--- src/rtl/stg_pkg.sv ---
// Shared definitions for the shooter playfield and boss control blocks.
package stg_pkg;

  localparam int unsigned MAX_X = 384;
  localparam int unsigned MAX_Y = 448;

  typedef enum logic [2:0] {
    ST_ENTER,
    ST_PH1,
    ST_PH2,
    ST_PH3,
    ST_DEAD
  } boss_state_t;

  typedef enum logic [2:0] {
    PAT_NONE   = 3'd0,
    PAT_FAN    = 3'd1,
    PAT_RING   = 3'd2,
    PAT_SPIRAL = 3'd3
  } pattern_t;

  function automatic logic is_attack(input boss_state_t s);
    return (s == ST_PH1) || (s == ST_PH2) || (s == ST_PH3);
  endfunction

endpackage

--- src/rtl/fire_sched.sv ---
// Per-phase fire period counter plus the single-entry req/ack register.
// A period that elapses while a request is still pending is dropped.
module fire_sched
  import stg_pkg::*;
(
  input  logic       clk,
  input  logic       reset,
  input  logic       frame_tick,
  input  logic [7:0] period,
  input  pattern_t   pat,
  input  logic       phase_change,
  input  logic       ack,
  input  logic       kill,
  output logic       req,
  output pattern_t   pattern
);

  logic [7:0] cnt_q;
  logic       elapse;

  assign elapse = frame_tick && !phase_change && (period != '0) &&
                  (cnt_q == period - 8'd1);

  // Frame counter: cleared on phase entry, wraps at the phase period.
  always_ff @(posedge clk) begin
    if (!reset || phase_change || kill) begin
      cnt_q <= '0;
    end else if (frame_tick && (period != '0)) begin
      cnt_q <= elapse ? '0 : cnt_q + 8'd1;
    end
  end

  // Request register: ack clears, elapse raises only when idle.
  always_ff @(posedge clk) begin
    if (!reset || kill) begin
      req     <= 1'b0;
      pattern <= PAT_NONE;
    end else if (req && ack) begin
      req <= 1'b0;
    end else if (!req && elapse) begin
      req     <= 1'b1;
      pattern <= pat;
    end
  end

endmodule

--- src/rtl/boss_phase_ctrl.sv ---
// Boss sequencer: entry descent, three attack phases with sweep/return
// motion, health with hit immunity, and fire request scheduling.
module boss_phase_ctrl
  import stg_pkg::*;
#(
  parameter int unsigned HOME_X        = 192,
  parameter int unsigned HOME_Y        = 100,
  parameter int unsigned X_MIN         = 64,
  parameter int unsigned X_MAX         = 320,
  parameter int unsigned LIFE_INIT     = 1000,
  parameter int unsigned P2_LIFE       = 500,
  parameter int unsigned P3_LIFE       = 200,
  parameter int unsigned FIRE_P1       = 60,
  parameter int unsigned FIRE_P2       = 30,
  parameter int unsigned FIRE_P3       = 15,
  parameter int unsigned INVULN_FRAMES = 2
) (
  input  logic       clk,
  input  logic       reset,
  input  logic       frame_tick,
  input  logic       is_hit,
  input  logic       fire_ack,
  output logic [9:0] boss_x,
  output logic [9:0] boss_y,
  output logic [9:0] health,
  output logic [1:0] phase,
  output logic       invuln,
  output logic       fire_req,
  output logic [2:0] pattern_id,
  output logic       die
);

  localparam logic [9:0] HX  = 10'(HOME_X);
  localparam logic [9:0] HY  = 10'(HOME_Y);
  localparam logic [9:0] XL  = 10'(X_MIN);
  localparam logic [9:0] XH  = 10'(X_MAX);
  localparam logic [9:0] LI  = 10'(LIFE_INIT);
  localparam logic [9:0] L2  = 10'(P2_LIFE);
  localparam logic [9:0] L3  = 10'(P3_LIFE);
  localparam logic [7:0] INV = 8'(INVULN_FRAMES);

  boss_state_t state_q, state_d;
  logic [7:0]  inv_cnt_q;
  logic        dir_left_q;
  logic [9:0]  step;
  logic [9:0]  sweep_x;
  logic        sweep_left;
  logic        hit_ok;
  logic [7:0]  period_sel;
  pattern_t    pat_sel;
  pattern_t    fire_pat;

  // State register.
  always_ff @(posedge clk) begin
    if (!reset) state_q <= ST_ENTER;
    else        state_q <= state_d;
  end

  // Next state: entry ends on the tick reaching HOME_Y; attack phases follow registered health.
  always_comb begin
    state_d = state_q;
    unique case (state_q)
      ST_ENTER: if (frame_tick && (boss_y == HY - 10'd1)) state_d = ST_PH1;
      ST_PH1, ST_PH2, ST_PH3: begin
        if (health == '0)                         state_d = ST_DEAD;
        else if (health <= L3)                    state_d = ST_PH3;
        else if (health <= L2 && state_q == ST_PH1) state_d = ST_PH2;
      end
      ST_DEAD: state_d = ST_DEAD;
      default: state_d = ST_ENTER;
    endcase
  end

  // Sweep step with clamp-and-reverse at the horizontal bounds.
  always_comb begin
    step       = (state_q == ST_PH2) ? 10'd2 : 10'd1;
    sweep_x    = boss_x;
    sweep_left = dir_left_q;
    if (!dir_left_q) begin
      if (boss_x + step >= XH) begin
        sweep_x    = XH;
        sweep_left = 1'b1;
      end else begin
        sweep_x = boss_x + step;
      end
    end else begin
      if (boss_x <= XL + step) begin
        sweep_x    = XL;
        sweep_left = 1'b0;
      end else begin
        sweep_x = boss_x - step;
      end
    end
  end

  assign hit_ok = is_hit && is_attack(state_q) && (inv_cnt_q == '0);

  // Position, direction, health and immunity counter.
  always_ff @(posedge clk) begin
    if (!reset) begin
      boss_x     <= HX;
      boss_y     <= '0;
      health     <= LI;
      inv_cnt_q  <= '0;
      dir_left_q <= 1'b0;
    end else begin
      if (frame_tick) begin
        unique case (state_q)
          ST_ENTER: boss_y <= boss_y + 10'd1;
          ST_PH1, ST_PH2: begin
            boss_x     <= sweep_x;
            dir_left_q <= sweep_left;
          end
          ST_PH3: begin
            if (boss_x < HX)      boss_x <= boss_x + 10'd1;
            else if (boss_x > HX) boss_x <= boss_x - 10'd1;
          end
          default: ;
        endcase
      end
      // A hit coinciding with a tick reloads the counter rather than decrementing it.
      if (hit_ok) begin
        if (health != '0) health <= health - 10'd1;
        inv_cnt_q <= INV;
      end else if (frame_tick && (inv_cnt_q != '0)) begin
        inv_cnt_q <= inv_cnt_q - 8'd1;
      end
    end
  end

  // Period and pattern for the current phase; zero period disables firing.
  always_comb begin
    period_sel = '0;
    pat_sel    = PAT_NONE;
    phase      = 2'd0;
    unique case (state_q)
      ST_PH1: begin period_sel = 8'(FIRE_P1); pat_sel = PAT_FAN;    phase = 2'd1; end
      ST_PH2: begin period_sel = 8'(FIRE_P2); pat_sel = PAT_RING;   phase = 2'd2; end
      ST_PH3: begin period_sel = 8'(FIRE_P3); pat_sel = PAT_SPIRAL; phase = 2'd3; end
      default: ;
    endcase
  end

  fire_sched u_fire (
    .clk          (clk),
    .reset        (reset),
    .frame_tick   (frame_tick),
    .period       (period_sel),
    .pat          (pat_sel),
    .phase_change (state_d != state_q),
    .ack          (fire_ack),
    .kill         (state_d == ST_DEAD),
    .req          (fire_req),
    .pattern      (fire_pat)
  );

  assign pattern_id = fire_pat;
  assign invuln     = (inv_cnt_q != '0);
  assign die        = (state_q == ST_DEAD);

endmodule

--- config.mk ---
export PLATFORM = sky130hd
export DESIGN_NAME = boss_phase_ctrl
export DESIGN_NICKNAME = d
export VERILOG_FILES = /design/src/rtl/stg_pkg.sv /design/src/rtl/fire_sched.sv /design/src/rtl/boss_phase_ctrl.sv
export SDC_FILE = /design/constraint.sdc
export NUM_CORES = 1
export LEC_CHECK = 0
export BUFFER_PORTS_ARGS = -buffer_cell sky130_fd_sc_hd__buf_2
export CAP_MARGIN = 30
export CELL_PAD_IN_SITES_DETAIL_PLACEMENT = 1
export CELL_PAD_IN_SITES_GLOBAL_PLACEMENT = 2
export CORE_AREA = 10 10 104 175
export CTS_BUF_LIST = sky130_fd_sc_hd__clkbuf_2 sky130_fd_sc_hd__clkbuf_4 sky130_fd_sc_hd__clkbuf_8
export DETAILED_ROUTE_END_ITERATION = 16
export DIE_AREA = 0 0 114 185
export GPL_TIMING_DRIVEN = 0
export PLACE_DENSITY_LB_ADDON = 0.08
export SYNTH_ARGS = -nofsm -noshare
export SYNTH_HDL_FRONTEND = slang
export SYNTH_SLANG_ARGS = --single-unit
--- constraint.sdc ---
create_clock -name clk -period 2.7 [get_ports clk]
set_input_delay 0.81 -clock clk [delete_from_list [all_inputs] [get_ports clk]]
set_output_delay 0.81 -clock clk [all_outputs]
set_load 0.02 [all_outputs]
# Word level (Yosys, flattened, before mapping)
# Index checks and enable logic that the tools add are counted.
# totals
reg_bits	54
input_bits	5
elab_cells	94
# classes
reduce_logical	36
n_eq_ne	9
muxes	21
bitwise_logic	2
magnitude_cmp	6
n_addsub	10
# op_table
operator	count
10-bit two-way mux	5
10-bit by 1-bit adder with 10-bit output, second input constant	2
10-bit one-hot mux with 2 select lines	1
10-bit by 1-bit subtractor with 10-bit output, second input constant	2
6-bit one-hot mux with 3 select lines	1
8-bit nonzero test	2
3-bit two-way mux	4
2-bit one-hot mux with 3 select lines	2
1-bit logical AND	11
10-bit by 2-bit adder with 10-bit output	1
10-bit by 7-bit == test with 1-bit output, second input constant	1
10-bit by 9-bit >= comparator with 1-bit output, second input constant	1
10-bit by 8-bit greater-than comparator with 1-bit output, second input constant	1
10-bit by 8-bit <= comparator with 1-bit output	1
10-bit by 8-bit <= comparator with 1-bit output, second input constant	1
10-bit by 9-bit <= comparator with 1-bit output, second input constant	1
10-bit logical NOT	1
10-bit by 8-bit < comparator with 1-bit output, second input constant	1
10-bit nonzero test	1
10-bit by 2-bit subtractor with 10-bit output	1
3-bit one-hot mux with 3 select lines	1
7-bit by 2-bit adder with 8-bit output, first input constant	1
8-bit by 1-bit adder with 8-bit output, second input constant	1
8-bit == test	1
20 further kinds	39

# Depth between registers and ports, before layout
# Gate-level depths: netlist of run 1.
# logic_depth
ltp_word	13
depth_mapped	14

# Hierarchy
# A second synthesis of run 1 with hierarchy kept.
# hier_totals
hier_cells	488
area_unflattened_um2	3963.8
# by_module_without_submodules
mod	n_inst	seq_area_each_um2	cells_each	area_each_um2
boss_phase_ctrl	1	840.8	383	3076.7
fire_sched	1	240.2	105	887.1

# Worst setup path after synthesis of run 1
# OpenSTA, ideal clock, no wires.
# synth_timing
kind	register to register
startpoint	register state_q[2]
endpoint	register boss_x[2]
setup_ns	0.122
synth_period_minus_slack_ns	2.949
t_required_ns	2.578
n_path_buf	2
slack_ns	-0.249
stages_incl_launch_ff	14
t_arrival_ns	2.827
cell_sequence	dfxtp_1 -> buf_4 -> nand2b_1 -> nor2_1 -> inv_1 -> ha_1 -> inv_1 -> fa_1 -> and4b_1 -> clkbuf_1 -> a311oi_1 -> a22oi_1 -> a2111oi_0 -> a311o_1
# synth_via
elab_chain_len	7
word_cells_on_any_way	17
# synth_rtl
item	line	rtl
start, declared	boss_phase_ctrl.sv:42	boss_state_t state_q, state_d;
start signal, assigned	boss_phase_ctrl.sv:56	else state_q <= state_d;
3-bit by 2-bit == test with 1-bit output	boss_phase_ctrl.sv:76, boss_phase_ctrl.sv:108	
2-bit two-way mux	boss_phase_ctrl.sv:76	step = (state_q == ST_PH2) ? 10'd2 : 10'd1;
10-bit by 2-bit adder with 10-bit output or 7-bit by 2-bit adder with 8-bit output (tied branches)	boss_phase_ctrl.sv:80, boss_phase_ctrl.sv:84, boss_phase_ctrl.sv:87	
10-bit by 9-bit >= comparator with 1-bit output or 10-bit by 8-bit <= comparator with 1-bit output (tied branches)	boss_phase_ctrl.sv:80, boss_phase_ctrl.sv:87	
10-bit two-way mux (on tied branches)	boss_phase_ctrl.sv:80, boss_phase_ctrl.sv:87	
10-bit two-way mux	boss_phase_ctrl.sv:79	if (!dir_left_q) begin
10-bit one-hot mux with 2 select lines	boss_phase_ctrl.sv:108	unique case (state_q)
end signal, assigned	boss_phase_ctrl.sv:111	boss_x <= sweep_x;
end signal, assigned	boss_phase_ctrl.sv:115	if (boss_x < HX) boss_x <= boss_x + 10'd1;
end signal, assigned	boss_phase_ctrl.sv:116	else if (boss_x > HX) boss_x <= boss_x - 10'd1;
end, declared	boss_phase_ctrl.sv:23	output logic [9:0] boss_x,
# Several ways; a longest one is shown, not always the timed one.
# A chain may end at the register's enable or synchronous reset.

# Final worst setup path of run 1
# layout_timing
startpoint	register boss_x[1]
endpoint	register boss_x[0]
# layout_via
elab_chain_len	5
word_cells_on_any_way	12
# layout_rtl
item	line	rtl
10-bit by 2-bit adder with 10-bit output	boss_phase_ctrl.sv:80	if (boss_x + step >= XH) begin
10-bit by 9-bit >= comparator with 1-bit output	boss_phase_ctrl.sv:80	
10-bit two-way mux	boss_phase_ctrl.sv:80	
10-bit two-way mux	boss_phase_ctrl.sv:79	
10-bit one-hot mux with 2 select lines	boss_phase_ctrl.sv:108	
# Several ways; a longest one is shown, not always the timed one.

==> results of run 1 <==
[worst max-delay path: cells and delay by family, from the launching register on]
| kind | cells | cell delay, ns |
|---|---|---|
| AOI/OAI and AO/OA | 3 | 0.46 |
| buffers and inverters | 4 | 0.63 |
| and+or+nand+nor | 2 | 0.45 |
| DFF | 1 | 0.76 |
| adders and majority gates | 1 | 0.38 |
[what timing repair did]
action                                  CTS  global route
cloned                                    1             0
pin swaps                                19            19
setup buffers                            17             8
resized for setup                        43            29
endpoints found under the setup margin   18            22
[cells in the mapped netlist, drive strengths merged (3+ instances only)]
library cell / count
o21a: 6
dfxtp: 53
nor2b: 5
xor2: 25
o21ai: 16
a31oi: 6
nand4: 10
nand4b: 3
ha: 18
a2111oi: 3
and2: 9
nand2b: 5
nor2: 53
clkbuf: 14
or3: 11
nand3: 13
inv: 18
or4: 4
fa: 3
a211oi: 10
and3: 5
nor4b: 3
nand2: 44
a21o: 3
a21oi: 21
buf: 9
nor3: 9
o211ai: 3
xnor2: 20
nor4: 13
and4: 3
mux2i: 4
[registers in the layout (all words and copies together) (netlist names)]
name and count:
boss_x 10, boss_y 10, health 10, inv_cnt_q 8
u_fire.cnt_q 8, state_q 3, u_fire.pattern 2, dir_left_q 1
u_fire.req 1
[final cells by class]
cell class	count	area, um2
plain buffers	21	139
repair buffers	65	392
clock buffers	5	68.8
multi-input cells	364	2730
fillers	1874	10600
inverters	19	73.8
clock inverters	3	47.5
well taps	186	233
flip-flops and latches	53	1070
[cell usage in the layout, fill, tap and decap left out, types with 5 or more instances in the layout]
| master | synthesis | final |
|---|---|---|
| a21oi_1 | 20 | 16 |
| a21oi_2 | 1 | 5 |
| a31oi_1 | 6 | 6 |
| and2_1 | 8 | 8 |
| and3_1 | 5 | 5 |
| buf_2 | 6 | 42 |
| buf_4 | 2 | 25 |
| buf_6 | 1 | 6 |
| clkbuf_1 | 14 | 10 |
| clkbuf_8 | 0 | 5 |
| dfxtp_1 | 53 | 48 |
| dfxtp_2 | 0 | 5 |
| ha_1 | 18 | 13 |
| inv_1 | 17 | 14 |
| nand2_1 | 44 | 44 |
| nand3_1 | 12 | 12 |
| nand4_1 | 10 | 10 |
| nor2_1 | 53 | 51 |
| nor2b_1 | 5 | 5 |
| nor3_1 | 8 | 8 |
| nor4_1 | 10 | 8 |
| o21a_1 | 6 | 5 |
| o21ai_0 | 13 | 11 |
| or3_1 | 11 | 9 |
| xnor2_1 | 20 | 20 |
| xor2_1 | 25 | 25 |
[kinds of logic (layout without fill, tap and decap cells)]
logic type | count (synthesis) | in the layout | share of synthesized area
simple gates | 196 | 196 | 0.285
compound gates | 95 | 96 | 0.183
flops | 53 | 53 | 0.286
xor+xnor | 45 | 45 | 0.106
buf+inv | 42 | 113 | 0.0485
fa+ha+maj | 21 | 21 | 0.0769
mux | 5 | 5 | 0.0138
other cells | 1 | 1 | 0.00101
[power breakdown]
group / total, mW / switching [mW] / internal, mW
Combinational: 0.475 / 0.273 / 0.202
Sequential: 0.911 / 0.0752 / 0.836
Clock: 0.598 / 0.315 / 0.284
Total: 1.98 / 0.663 / 1.32
[path summary, 6_finish.rpt]
kind | slack [ns] | endpoint
max | -0.07 | boss_x[0]
min reg2reg | 0.47 | u_fire.pattern[0]
min | 0.47 | u_fire.pattern[0]
max reg2reg | -0.07 | boss_x[0]
[metal layers]
| layer | vias up | GRT usage | part of all wire |
|---|---|---|---|
| li1 | 1779 | - | - |
| met1 | 1808 | 0.127 | 0.36 |
| met2 | 59 | 0.266 | 0.58 |
| met3 | 21 | 0.0224 | 0.032 |
| met4 | 0 | 0.0549 | 0.033 |
| met5 | - | 0 | 0 |
==> results.py, run 1 <==
metrics = {
    "run_status": {
        "status": "finished with violations",
        "violations": "negative setup slack",
    },
    "hold_path": {
        "whs_path_depth": 2,
        "min_from": "u_fire.pattern[0]",
        "hold_path_class": "flip-flop to flip-flop",
    },
    "global_routing": {
        "antenna_found_initial": 0,
        "grt_remaining_overflow": 0,
        "grt_pass1_wl_mm": 22.1,
        "grt_pass1_vias": 4029,
        "grt_max_degree": 19,
        "grt_usage": 0.133,
    },
    "clocking": {
        "cts.sinks": 53,
        "cts_tree": "done",
        "clockRootBuffer": "clkbuf_8",
        "cts_hold_buf": 0,
        "numCtsBuffers": 5,
        "ctsHtreeMaxLevel": 2,
        "clk_pin_slew_worst_paths_ns": 0.12,
        "clock_insertion_delay_worst_skew_ns": 0.33,
        "clk_path_buf_depth": 2,
    },
    "timing": {
        "finalSetupViolCount": 8,
        "worstMarginPinSlew_ns": 0.672,
        "tns_ns": -0.409,
        "slew_headroom": 0.552,
        "holdWs_ns": 0.470,
        "fin_crit_ns": 2.77,
        "finalCritPeriodShare": 1.03,
        "fin_worst_skew_ns": 0.0171,
        "worst_slack_ns": -0.0743,
        "slew_viol_final": 0,
        "rsz0062_at_grt": "true",
        "hold_viol_final": 0,
        "max_freq_mhz": 360,
    },
    "detailed_routing": {
        "wl_per_cell_um": 19.4,
        "antenna_left": 0,
        "drtIter0Drc": 90,
        "drcViolationCount": 0,
        "wl_mm": 13.9,
        "first_pass_iters": 4,
        "viasPerCell": 5.12,
        "vias": 3667,
    },
    "logic_synthesis": {
        "async_reset_ff_frac": 0,
        "synthesis.area_um2": 3710,
        "yosys-top-cells-area": "dfxtp_1 29%, ha_1 6.1%, xor2_1 5.9%",
        "synth_fp_nets": 484,
        "yosys_warnings": 0,
        "synth_edf_count": 0,
        "synth_ff_type": "dfxtp_1",
        "synth-seq-area-share": 0.286,
        "ys_types": 73,
        "synthCells": 458,
        "yosys.area.top_type": "dfxtp_1",
        "synth_seq_cells": 53,
        "avgSynthCellArea_um2": 8.10,
        "yosysTopAreaCellShare": 0.286,
    },
    "critical_path": {
        "cp_slowest_cell": "dfxtp_1",
        "startpoint_type": "flip-flop",
        "r2r_start": "boss_x[1]",
        "setup.worst_path.class": "flip-flop to flip-flop",
        "path_cells": "inv_1 -> fa_2 -> and4b_1 -> buf_8 -> nand4_1 -> buf_4 -> a22oi_2 -> buf_4 -> o21bai_1 -> a22o_1",
        "end_kind": "flip-flop",
        "cpPeakStageDelay_ns": 0.76,
        "cp.arrival_ns": 2.99,
        "path_common_cell": "buf_4",
        "crit_start": "boss_x[1]",
        "crit_fanout": 9,
        "rr_worst_depth": 10,
        "cp.required_ns": 2.92,
    },
    "die": {
        "rows": 60,
        "start_util": 0.242,
        "core_area_um2": 15300,
        "die_y_um": 185,
        "die_x_um": 114,
        "pin_count": 43,
        "dieArea_um2": 21100,
    },
    "final_layout": {
        "drive_above_1_share": 0.279,
        "finalNonFillerCells": 716,
        "diodes": 0,
        "final_util": 0.310,
        "fin_area_um2": 4750,
        "area_growth_pct": 28.1,
        "nets": 555,
    },
    "power": {
        "finalPower_mw": 1.98,
        "p_leak_nw": 1.85,
        "ir_drop_mv": 0.409,
        "power.density_nw_per_um2": 417,
    },
    "placed_design": {
        "place_inst": 684,
        "post-dp-hpwl_mm": 10.6,
        "gp_congestion": 0.771,
        "place.port_buffers": 40,
        "dpl_cell_area_um2": 4170,
        "place_ws_ns": -0.685,
    },
    "job": {
        "maxCapViolCount": 0,
    },
}
No activity file was read; power rests on OpenSTA's default activity.
==> inputs of run 2 (changes only) <==
- RECOVER_POWER: unset -> 25
==> results.py, run 2 (synthesized netlist as in run 1, its figures left out) <==
metrics = {
    "final_layout": {
        "fill_cells": 1882,
        "drive_above_1_share": 0.245,
        "fin_area_um2": 4730,
        "final_util": 0.309,
        "diodes": 0,
        "nets": 555,
        "final_cell_mix": "51 x nor2_1, 48 x dfxtp_1, 44 x nand2_1",
        "final_common_cell": "nor2_1",
        "largest_registers": "boss_x x10, boss_y x10, health x10",
        "area_growth_pct": 27.5,
    },
    "critical_path": {
        "reg2reg_slack_ns": -0.07,
        "cpPeakStageDelay_ns": 0.76,
        "cp_slowest_cell": "dfxtp_1",
        "cp.required_ns": 2.91,
        "setup.worst_path.class": "flip-flop to flip-flop",
        "startpoint_type": "flip-flop",
        "path_common_cell": "buf_4",
        "path_cells": "inv_1 -> fa_2 -> and4b_1 -> buf_8 -> nand4_1 -> buf_4 -> a22oi_2 -> buf_4 -> o21bai_1 -> a22o_1",
        "cp.arrival_ns": 2.99,
        "end_kind": "flip-flop",
        "crit_fanout": 9,
    },
    "die": {
        "die_y_um": 185,
        "dieArea_um2": 21100,
        "start_util": 0.242,
        "pin_count": 43,
        "die_x_um": 114,
        "rows": 60,
        "core_area_um2": 15300,
    },
    "clocking": {
        "clk_pin_slew_worst_paths_ns": 0.12,
        "clockRootBuffer": "clkbuf_8",
        "cts_hold_buf": 0,
        "ctsHtreeMaxLevel": 2,
        "cts_tree": "done",
        "numCtsBuffers": 5,
        "clk_path_buf_depth": 2,
        "cts.sinks": 53,
        "clock_insertion_delay_worst_skew_ns": 0.33,
    },
    "run_status": {
        "status": "finished with violations",
        "violations": "negative setup slack",
    },
    "detailed_routing": {
        "vias": 3670,
        "wl_per_cell_um": 19.4,
        "drtIter0Drc": 92,
        "viasPerCell": 5.13,
        "wl_mm": 13.9,
        "first_pass_iters": 4,
        "antenna_left": 0,
        "drcViolationCount": 0,
    },
    "power": {
        "finalPower_mw": 1.98,
        "power.density_nw_per_um2": 418,
        "p_leak_nw": 1.79,
        "ir_drop_mv": 0.409,
    },
    "global_routing": {
        "antenna_found_initial": 0,
        "grt_pass1_wl_mm": 22.1,
        "grt_max_degree": 19,
        "grt_usage": 0.133,
        "grt_remaining_overflow": 0,
        "grt_pass1_vias": 4029,
    },
    "placed_design": {
        "gp_congestion": 0.771,
        "post-dp-hpwl_mm": 10.6,
        "place.port_buffers": 40,
        "dpl_cell_area_um2": 4170,
    },
    "timing": {
        "fin_crit_ns": 2.77,
        "max_freq_mhz": 360,
        "worstMarginPinSlew_ns": 0.672,
        "finalSetupViolCount": 8,
        "rsz0062_at_grt": "true",
        "worst_slack_ns": -0.0740,
        "slew_headroom": 0.552,
        "fin_worst_skew_ns": 0.0185,
        "finalCritPeriodShare": 1.03,
        "hold_viol_final": 0,
        "slew_viol_final": 0,
    },
    "job": {
        "maxCapViolCount": 0,
    },
    "hold_path": {
        "hold_path_class": "flip-flop to flip-flop",
    },
}
[run 2: cell count changes in the layout (fill, tap and decap cells not counted), sizes merged]
cell | before | now
buf | 74 | 56
clkbuf | 17 | 35
[run 2: stage by stage]
step | hold slack (ns) | TNS, ns | instances | setup slack, ns
after floorplan | 0.494 | 0 | 458 | 0.00542
after global placement | 0.449 | -8.59 | 684 | -0.622
after detailed placement | 0.460 | -8.52 | 684 | -0.685
after CTS | 0.479 | -0.535 | 709 | -0.127
after global routing | 0.502 | -1.56 | 716 | -0.209
final | 0.471 | -0.405 | 716 | -0.0740
[run 2: repair_timing]
| action | in CTS | in global routing |
|---|---|---|
| gates cloned | 1 | 0 |
| buffers inserted | 17 | 8 |
| pin swaps | 19 | 19 |
| endpoints found under the setup margin | 18 | 22 |
| gates resized for setup | 43 | 29 |
[run 2: routing by layer]
layer / wire length, um / up-vias / global-route usage
met4: 463 / 0 / 0.0549
met5: 0 / - / 0
met2: 7980 / 59 / 0.266
met3: 436 / 22 / 0.0224
li1: - / 1778 / -
met1: 4980 / 1811 / 0.127
[run 2: critical path, delay by kind of cell, from the launching register on]
kind / cells / cell delay (ns)
AO/OA/AOI/OAI: 3 / 0.46
flip-flops: 1 / 0.76
buffers and inverters: 4 / 0.63
AND/OR/NAND/NOR: 2 / 0.45
adder cells (fa/ha/maj): 1 / 0.38
[run 2: where the power goes]
group          switching, mW  leakage, nW  internal [mW]
logic                  0.273         1.30          0.201
registers             0.0752        0.429          0.836
clock network          0.311       0.0591          0.284
total                  0.659         1.79           1.32
[run 2: final cells by class]
| class | instances | area, um2 | share of cell area |
|---|---|---|---|
| Sequential cell | 53 | 1070 | 0.226 |
| Tap cell | 186 | 233 | 0.0492 |
| Clock inverter | 3 | 47.5 | 0.0100 |
| Multi-Input combinational cell | 364 | 2730 | 0.578 |
| Inverter | 19 | 73.8 | 0.0156 |
| Buffer | 21 | 139 | 0.0293 |
| Timing Repair Buffer | 65 | 369 | 0.0780 |
| Clock buffer | 5 | 68.8 | 0.0145 |
[run 2: worst paths after layout]
| path | from | end | cells past startpoint |
|---|---|---|---|
| setup / recovery | boss_x[1] | boss_x[0] | 10 |
| hold / removal | u_fire.pattern[0] | u_fire.pattern[0] | 2 |
| setup reg to reg | boss_x[1] | boss_x[0] | 10 |
| hold reg to reg | u_fire.pattern[0] | u_fire.pattern[0] | 2 |
==> inputs of run 3 (changes only) <==
- CORE_AREA: 10 10 104 175 -> 10 10 107 180
- DIE_AREA: 0 0 114 185 -> 0 0 117 190
- SYNTH_HIERARCHICAL: unset -> 1
==> results.py, run 3 <==
metrics = {
    "run_status": {
        "status": "finished with violations",
        "violations": "negative setup slack",
    },
    "logic_synthesis": {
        "synthesis.area_um2": 3960,
        "yosysTopAreaCellShare": 0.273,
        "ys_types": 76,
        "avgSynthCellArea_um2": 8.12,
        "async_reset_ff_frac": 0,
        "synthCells": 488,
        "synth_seq_cells": 54,
        "yosys-top-cells-area": "dfxtp_1 27%, xnor2_1 6.6%, ha_1 5.7%",
        "synthTopCellsByCount": "54 x dfxtp_1, 42 x nand2_1, 39 x nor2_1",
        "synth_most_common_cell": "dfxtp_1",
        "synth_edf_count": 0,
        "synth_ff_type": "dfxtp_1",
        "yosys.area.top_type": "dfxtp_1",
        "yosys_warnings": 6,
        "synth-seq-area-share": 0.273,
    },
    "die": {
        "rows": 62,
        "dieArea_um2": 22200,
        "start_util": 0.243,
        "core_area_um2": 16300,
        "die_y_um": 190,
        "pin_count": 43,
        "die_x_um": 117,
    },
    "timing": {
        "fin_crit_ns": 2.74,
        "max_freq_mhz": 365,
        "rsz0062_at_grt": "true",
        "worstMarginPinSlew_ns": 0.746,
        "finalCritPeriodShare": 1.02,
        "slew_viol_final": 0,
        "finalSetupViolCount": 2,
        "holdWs_ns": 0.485,
        "worst_slack_ns": -0.0410,
        "slew_headroom": 0.503,
        "fin_worst_skew_ns": 0.0127,
        "hold_viol_final": 0,
    },
    "critical_path": {
        "startpoint_type": "flip-flop",
        "path_common_cell": "a211oi_4",
        "path_cells": "inv_2 -> ha_4 -> nand2b_4 -> a211oi_4 -> o21ai_2 -> a21boi_1 -> o41a_1 -> a211oi_4 -> a2111oi_4 -> o211a_4 -> or4_1 -> a31oi_1",
        "cpPeakStageDelay_ns": 0.39,
        "cp_slowest_cell": "or4_1",
        "crit_fanout": 6,
        "setup.worst_path.class": "flip-flop to flip-flop",
        "cp.arrival_ns": 3.00,
        "cp.required_ns": 2.96,
        "worstPathBufferInverterCount": 1,
        "cp_top_family": "compound AO/OA/AOI/OAI gates",
        "end_kind": "flip-flop",
    },
    "placed_design": {
        "post-dp-hpwl_mm": 10.9,
        "gp_congestion": 0.826,
        "place.port_buffers": 42,
        "dpl_cell_area_um2": 4510,
    },
    "detailed_routing": {
        "first_pass_iters": 4,
        "vias": 3906,
        "wl_mm": 14.4,
        "drtIter0Drc": 107,
        "antenna_left": 0,
        "viasPerCell": 5.03,
        "drcViolationCount": 0,
        "wl_per_cell_um": 18.5,
    },
    "global_routing": {
        "grt_usage": 0.130,
        "antenna_found_initial": 0,
        "grt_remaining_overflow": 0,
        "grt_max_degree": 16,
        "grt_pass1_vias": 4318,
        "grt_pass1_wl_mm": 22.8,
    },
    "power": {
        "ir_drop_mv": 0.183,
        "power.density_nw_per_um2": 374,
        "p_leak_nw": 2.10,
    },
    "clocking": {
        "cts_hold_buf": 0,
        "cts.sinks": 54,
        "clockRootBuffer": "clkbuf_8",
        "ctsHtreeMaxLevel": 2,
        "clock_insertion_delay_worst_skew_ns": 0.32,
        "clk_pin_slew_worst_paths_ns": 0.11,
        "numCtsBuffers": 5,
        "clk_path_buf_depth": 2,
        "cts_tree": "done",
    },
    "job": {
        "maxCapViolCount": 0,
    },
    "final_layout": {
        "final_common_cell": "buf_4",
        "fin_area_um2": 5290,
        "drive_above_1_share": 0.315,
        "largest_registers": "boss_x x10, boss_y x10, health x10",
        "nets": 610,
        "area_growth_pct": 33.4,
        "final_cell_mix": "44 x buf_4, 40 x nand2_1, 40 x dfxtp_1",
        "fill_cells": 1941,
        "diodes": 0,
        "final_util": 0.325,
    },
    "hold_path": {
        "hold_path_class": "flip-flop to flip-flop",
    },
}
==> run 3: final timing paths <==
path | startpoint | endpoint | slack [ns] | cells after the start
worst max-delay path | health[1] | u_fire/cnt_q[3] | -0.04 | 12
worst min-delay path | u_fire/pattern[1] | u_fire/pattern[1] | 0.48 | 2
worst min register to register | u_fire/pattern[1] | u_fire/pattern[1] | 0.48 | 2
worst max register to register | health[1] | u_fire/cnt_q[3] | -0.04 | 12
==> run 3: power breakdown <==
| group | leakage [nW] | internal (mW) | switching [mW] | total (mW) |
|---|---|---|---|---|
| Sequential | 0.441 | 0.857 | 0.0717 | 0.929 |
| Combinational | 1.61 | 0.242 | 0.291 | 0.534 |
| Clock | 0.0517 | 0.219 | 0.297 | 0.516 |
==> run 3: worst min-delay path, delay by kind of cell (launching register included) <==
| kind | cells | cell delay [ns] |
|---|---|---|
| DFF | 1 | 0.34 |
| AOI/OAI and AO/OA | 2 | 0.11 |
==> run 3: repair_timing <==
| action | in CTS | in global routing |
|---|---|---|
| setup buffers | 30 | 14 |
| hold endpoints to repair | 0 | 0 |
| pin swaps | 28 | 32 |
| endpoints found under the setup margin | 24 | 21 |
| cloned | 0 | 0 |
| gates resized for setup | 68 | 39 |
==> run 3: final cells by class <==
class / count / area (um2) / share of cell area
multi-input cells: 393 / 3100 / 0.586
flip-flops and latches: 54 / 1110 / 0.210
repair buffers: 87 / 542 / 0.102
well taps: 192 / 240 / 0.0454
inverters: 26 / 106 / 0.0201
plain buffers: 17 / 96.3 / 0.0182
clock buffers: 7 / 90.1 / 0.0170
clock inverters: 1 / 5.00 / 0.000947
==> run 3: metal layers <==
metal | GRT usage | part of all wire | vias up
met5 | 0 | 0 | -
met4 | 0.0439 | 0.022 | 0
met3 | 0.0155 | 0.019 | 15
met2 | 0.265 | 0.59 | 45
met1 | 0.127 | 0.37 | 1923
li1 | - | - | 1923
==> run 3: cells by family after synthesis <==
kind of cell / after synthesis / synth area share
flip-flops: 54 / 0.273
AO/OA/AOI/OAI: 108 / 0.201
other: 1 / 0.000946
adder cells (fa/ha/maj): 21 / 0.0720
AND/OR/NAND/NOR: 206 / 0.289
buffers and inverters: 47 / 0.0489
multiplexers: 1 / 0.00253
XOR/XNOR: 50 / 0.112
==> run 3: stage by stage <==
| step | setup TNS, ns | std cells | power (mW) | setup WS, ns |
|---|---|---|---|---|
| after floorplan | -0.00901 | 494 | 1.28 | -0.00901 |
| after global placement | -14.14 | 728 | 1.40 | -0.828 |
| after detailed placement | -13.99 | 729 | 1.41 | -0.840 |
| after CTS | -0.168 | 765 | 2.01 | -0.0855 |
| after global routing | -1.56 | 777 | 2.11 | -0.171 |
| final | -0.0609 | 777 | 1.98 | -0.0410 |
